<file path="src/rtl/mux_serializer_if.sv">
// Word-in / bit-out handshake bundle for mux_serializer.
// Ports: word side (i_data, i_valid, i_ready), bit side (o_bit, o_valid, o_ready, o_last),
// observability (select, busy). master = the surrounding logic, slave = the serializer.
interface mux_serializer_if #(
    parameter int N = 32
);
    localparam int W = $clog2(N);

    logic [N-1:0] i_data;
    logic         i_valid;
    logic         i_ready;
    logic         o_bit;
    logic         o_valid;
    logic         o_ready;
    logic         o_last;
    logic [W-1:0] select;
    logic         busy;

    modport master (
        output i_data, i_valid, o_ready,
        input  i_ready, o_bit, o_valid, o_last, select, busy
    );

    modport slave (
        input  i_data, i_valid, o_ready,
        output i_ready, o_bit, o_valid, o_last, select, busy
    );
endinterface

</file>
<file path="src/rtl/mux_serializer.sv">
// Purpose: serializes an N-bit word one bit per beat by stepping a 1-bit mux select.
// Latency: first bit valid the cycle after the word handshake; N beats per word, back-to-back capable.
// Backpressure: o_ready low freezes select/o_bit/o_last; i_ready rises only in IDLE or on the accepted last beat.
//
// Ports: clk, rst_n (synchronous, active-low), bus (mux_serializer_if.slave):
//   i_data/i_valid/i_ready word input, o_bit/o_valid/o_ready/o_last serial output,
//   select (current mux index), busy (word in flight).
// N must be a power of two and at least 2.
module mux_serializer #(
    parameter int N         = 32,
    parameter bit MSB_FIRST = 1'b0
) (
    input  logic               clk,
    input  logic               rst_n,
    mux_serializer_if.slave    bus
);
    localparam int W = $clog2(N);

    localparam logic [W-1:0] SEL_START = MSB_FIRST ? W'(N - 1) : W'(0);
    localparam logic [W-1:0] SEL_END   = MSB_FIRST ? W'(0)     : W'(N - 1);

    typedef enum logic {
        IDLE = 1'b0,
        SEND = 1'b1
    } state_t;

    state_t         state;
    state_t         state_nxt;
    logic [N-1:0]   data_reg;
    logic [N-1:0]   data_nxt;
    logic [W-1:0]   sel_reg;
    logic [W-1:0]   sel_nxt;
    logic [W-1:0]   sel_step;
    logic           mux_out;
    logic           last;
    logic           in_rdy;
    logic           out_vld;
    logic           busy_int;

    // One-bit N:1 mux, non-inverting.
    always_comb begin
        mux_out = data_reg[sel_reg];
    end

    // Stepping is only ever taken when the current beat is not the last,
    // so the select never wraps past the end index.
    always_comb begin
        sel_step = MSB_FIRST ? (sel_reg - W'(1)) : (sel_reg + W'(1));
    end

    always_comb begin
        last = (state == SEND) && (sel_reg == SEL_END);
    end

    always_comb begin
        state_nxt = state;
        data_nxt  = data_reg;
        sel_nxt   = sel_reg;
        in_rdy    = 1'b0;
        out_vld   = 1'b0;
        busy_int  = 1'b0;

        unique case (state)
            IDLE: begin
                in_rdy = 1'b1;
                if (bus.i_valid) begin
                    data_nxt  = bus.i_data;
                    sel_nxt   = SEL_START;
                    state_nxt = SEND;
                end
            end
            SEND: begin
                out_vld  = 1'b1;
                busy_int = 1'b1;
                if (bus.o_ready) begin
                    if (!last) begin
                        sel_nxt = sel_step;
                    end else begin
                        // Final beat accepted: the slot frees up this very cycle,
                        // letting a waiting word follow without a bubble.
                        in_rdy = 1'b1;
                        if (bus.i_valid) begin
                            data_nxt = bus.i_data;
                            sel_nxt  = SEL_START;
                        end else begin
                            state_nxt = IDLE;
                            sel_nxt   = '0;
                        end
                    end
                end
            end
            default: begin
                state_nxt = IDLE;
                sel_nxt   = '0;
            end
        endcase

        // No word may be accepted while reset is being applied.
        if (!rst_n) begin
            in_rdy = 1'b0;
        end
    end

    always_ff @(posedge clk) begin
        if (!rst_n) begin
            state    <= IDLE;
            data_reg <= '0;
            sel_reg  <= '0;
        end else begin
            state    <= state_nxt;
            data_reg <= data_nxt;
            sel_reg  <= sel_nxt;
        end
    end

    assign bus.i_ready = in_rdy;
    assign bus.o_bit   = mux_out;
    assign bus.o_valid = out_vld;
    assign bus.o_last  = last;
    assign bus.select  = sel_reg;
    assign bus.busy    = busy_int;
endmodule

</file>
<file path="src/flat_wrapper.sv">
// flat-port wrapper written by rule: the top's interface ports become plain ports
module mux_serializer_flat 
#(
    parameter int N         = 32,
    parameter bit MSB_FIRST = 1'b0
)
  (clk, rst_n, bus_i_data, bus_i_valid, bus_o_ready, bus_i_ready, bus_o_bit, bus_o_valid, bus_o_last, bus_select, bus_busy);
  mux_serializer_if #(.N(N)) bus_i ();
  input  logic clk;
  input  logic rst_n;
  input wire logic [$bits(bus_i.i_data)-1:0] bus_i_data;
  input wire logic [$bits(bus_i.i_valid)-1:0] bus_i_valid;
  input wire logic [$bits(bus_i.o_ready)-1:0] bus_o_ready;
  output wire logic [$bits(bus_i.i_ready)-1:0] bus_i_ready;
  output wire logic [$bits(bus_i.o_bit)-1:0] bus_o_bit;
  output wire logic [$bits(bus_i.o_valid)-1:0] bus_o_valid;
  output wire logic [$bits(bus_i.o_last)-1:0] bus_o_last;
  output wire logic [$bits(bus_i.select)-1:0] bus_select;
  output wire logic [$bits(bus_i.busy)-1:0] bus_busy;
  assign bus_i.i_data = bus_i_data;
  assign bus_i.i_valid = bus_i_valid;
  assign bus_i.o_ready = bus_o_ready;
  assign bus_i_ready = bus_i.i_ready;
  assign bus_o_bit = bus_i.o_bit;
  assign bus_o_valid = bus_i.o_valid;
  assign bus_o_last = bus_i.o_last;
  assign bus_select = bus_i.select;
  assign bus_busy = bus_i.busy;
  mux_serializer #(.N(N), .MSB_FIRST(MSB_FIRST)) u_core (.clk(clk), .rst_n(rst_n), .bus(bus_i));
endmodule
</file>
<file path="config.mk">
export PLATFORM = sky130hd
export DESIGN_NAME = mux_serializer_flat
export DESIGN_NICKNAME = d
export VERILOG_FILES = /design/src/rtl/mux_serializer_if.sv /design/src/rtl/mux_serializer.sv /design/src/flat_wrapper.sv
export SDC_FILE = /design/constraint.sdc
export NUM_CORES = 1
export LEC_CHECK = 0
export ABC_CLOCK_PERIOD_IN_PS = 1900
export BUFFER_PORTS_ARGS = -buffer_cell sky130_fd_sc_hd__buf_2
export CORE_AREA = 2 2 63 65
export DETAILED_ROUTE_END_ITERATION = 7
export DIE_AREA = 0 0 65 67
export HOLD_SLACK_MARGIN = 0.12
export PLACE_DENSITY = 0.76
export REMOVE_ABC_BUFFERS = 1
export SYNTH_ARGS = -nofsm -noshare
export SYNTH_HDL_FRONTEND = slang
export SYNTH_SLANG_ARGS = --single-unit
</file>
<file path="constraint.sdc">
create_clock -name clk -period 1.9 [get_ports clk]
set_input_delay 0.19 -clock clk [delete_from_list [all_inputs] [get_ports clk]]
set_output_delay 0.19 -clock clk [all_outputs]
set_load 0.05 [all_outputs]
</file>
==> metrics.yaml <==
layout:
  stdcell_area_mm2: 0.002283
  final_common_cell: "nand2_1"
  largest_reg_flops: 32
  fillCellCount: 327
  syn2layout_area_growth_pct: 24.23
  fin_nets: 301
  num_antenna_cells: 0
  drive_gt1_share_pct: 27.10
  mostFrequentLayoutCells: "69 x nand2_1, 43 x buf_2, 36 x dfxtp_1, 32 x a21boi_1, 17 x mux2i_1"
synth:
  syn_area_mm2: 0.001838
  synth_mux_area_share_pct: 9.258
  synth_xor_area_share_pct: 0
  synthCells: 215
  synth-simple-area-share_pct: 22.26
  synth_top_area_share_pct: 41.39
  synthDistinctLibCells: 34
  ys_warn_count: 0
  ys_ff_latch: 38
  seq_area_frac_synth_pct: 41.39
  synth_top_family_by_area: "simple AND/OR/NAND/NOR gates"
  synthTopCellsByArea: "dfxtp_1 41%, nand2_1 14%, a21boi_1 13%"
  synth-compound-area-share_pct: 19.74
  syn_area_per_cell_um2: 8.549
  synthAdderAreaFrac_pct: 1.361
  yosys.area.top_type: "dfxtp_1"
placement:
  gp_congestion: 0.7820
  place_ws_ns: 0.1164
  post-dp-hpwl_mm: 2.706
  port_buffers: 45
  postPlaceCellArea_mm2: 0.002112
grt:
  first_global_vias: 1360
  grt.total_usage_pct: 19.04
  grt_pass1_wl_mm: 6.196
  antenna_found_initial: 0
  gr-total-overflow: 0
  grt_max_degree: 25
routing:
  drt-total-wl_mm: 3.924
  vias: 1591
  dr.pass1.iters: 4
  vias_per_cell: 5.132
  ant_nets: 0
  wl_per_cell_um: 12.66
  drc: 0
  drt_iter0_drc: 74
setup_path:
  crit_fanout: 10
  cp-end-kind: "primary output"
  crit_required_ns: 1.71
  cp.arrival_ns: 1.78
  cp-start-kind: "flop"
  worst_r2r_path_depth: 7
  critPathKind: "reg2out"
clock_tree:
  cts_tree: "yes"
  h-tree-depth: 2
  postCtsHoldBufs: 0
  clock_tree.root_cell: "clkbuf_8"
  cts-buffers-inserted: 5
  clk_pin_slew_ns: 0.07
  worst_skew_pair.late_latency_ns: 0.29
  clock_path_buffers: 2
  cts.sinks: 38
floorplanning:
  chipWidth_um: 65
  num_io_pins: 46
  die_y_um: 67
  start_util_pct: 50.97
  fp-row-count: 22
  core_mm2: 0.003606
  die_area_mm2: 0.004355
outcome:
  outcome: "finished with violations"
  violations: "setup timing"
worst_hold_path:
  min_path_cells: 3
  holdCritPathClass: "in2reg"
sta:
  final.min_clock_period_ns: 1.973
  setup_tns_ns: -0.1217
  setup_ws_ns: -0.07337
  rsz0062_at_grt: "yes"
  skew_ns: 0.006070
  max-slew-margin-rel_pct: 74.37
  worst_pin_slew_ns: 0.3738
  maxSlewViolCount: 0
  finalSetupViolations: 2
  period_share_pct: 103.9
  fmax_mhz: 506.7
  hold_viol_final: 0
power_and_ir_drop:
  p_total_mw: 1.651
  peakVddDrop_uv: 379.1
  p_leak_nw: 0.9381
  power_density_mw_per_mm2: 722.8
run:
  drv_cap: 0
## Yosys cell counts
master    count
buf_12        1
dfxtp_1      38
buf_4         4
nand2_1      69
or3_1         1
nand2b_1      1
or3b_1        1
nand4b_1      2
mux2i_1      17
a31oi_1       1
a211oi_1      1
buf_2         6
and2_1        3
o22ai_1       1
o21a_1        1
clkbuf_1      4
a21boi_0      2
o21ai_0       4
nor2_2        1
a21boi_1     32
buf_6         1
a21boi_2      1
a32oi_1       1
and2b_1       2
nor2_1        1
nor2b_1       4
and3_1        3
nand4_1       1
inv_1         1
nand3b_1      1
a22oi_1       4
a311o_1       1
ha_1          2
nand3_1       2
## per-layer routing
metal | GRT usage [%] | vias to the layer above | part of all wire [%]
met5 | 0 | - | 0
li1 | - | 821 | -
met3 | 4.561 | 5 | 5.4
met1 | 23.26 | 718 | 45
met4 | 9.574 | 0 | 1.9
met2 | 31.19 | 47 | 48
## power breakdown
part / leakage (nW) / total, mW / switching, mW / internal [mW]
clock: 0.0431 / 0.539 / 0.260 / 0.280
sequential: 0.313 / 0.861 / 0.0244 / 0.837
combinational: 0.582 / 0.250 / 0.133 / 0.117
## per-stage QoR
step / util, % / std cells / hold slack, ns
after floorplan: - / 199 / 0.3077
after global placement: 58.57 / 301 / 0.4320
after detailed placement: 58.57 / 301 / 0.4361
after CTS: 62.21 / 308 / 0.1248
after global routing: 63.32 / 310 / 0.1254
final: 63.32 / 310 / 0.1378
## what timing repair did
| item | CTS | global route |
|---|---|---|
| resized for setup | 9 | 7 |
| endpoints found under the setup margin | 2 | 9 |
| pin swaps | 3 | 0 |
| setup buffers | 0 | 1 |
| gates cloned | 1 | 1 |
## final cells by class
cell class              instances  area (µm²)  share of cell area (%)
repair buffers                 57       384.1                   16.82
clock buffers                   6       82.58                   3.616
flip-flops and latches         38       765.7                   33.53
inverters                       1       3.754                  0.1644
well taps                      48       60.06                   2.630
multi-input cells             160       987.2                   43.23
## worst max-delay path, stage by stage (launching register included)
cell and delay, ns:
dfxtp_4 0.40, buf_12 0.15, mux2i_1 0.23, and3_1 0.18, o22ai_1 0.09, a311o_1 0.30
buf_6 0.16
## worst paths after layout
check	startpoint	to	slack, ns
max	u_core.bus.select[1]$_SDFFE_PN0P_	bus_o_bit	-0.07
min	bus_i_data[19]	u_core.data_reg[19]$_SDFFE_PN0P_	0.14
max reg2reg	u_core.bus.select[1]$_SDFFE_PN0P_	u_core.bus.select[3]$_SDFFE_PN0P_	0.03
min reg2reg	u_core.data_reg[22]$_SDFFE_PN0P_	u_core.data_reg[22]$_SDFFE_PN0P_	0.45
## cell families (layout without fill, tap and decap cells)
family                     count (synthesis)  in the layout
buffers and inverters                     17             64
and+or+nand+nor                           92             92
adders and majority gates                  2              2
DFF                                       38             38
AOI/OAI and AO/OA                         49             49
muxes                                     17             17
Note: power is estimated with default switching activity, not from simulation.
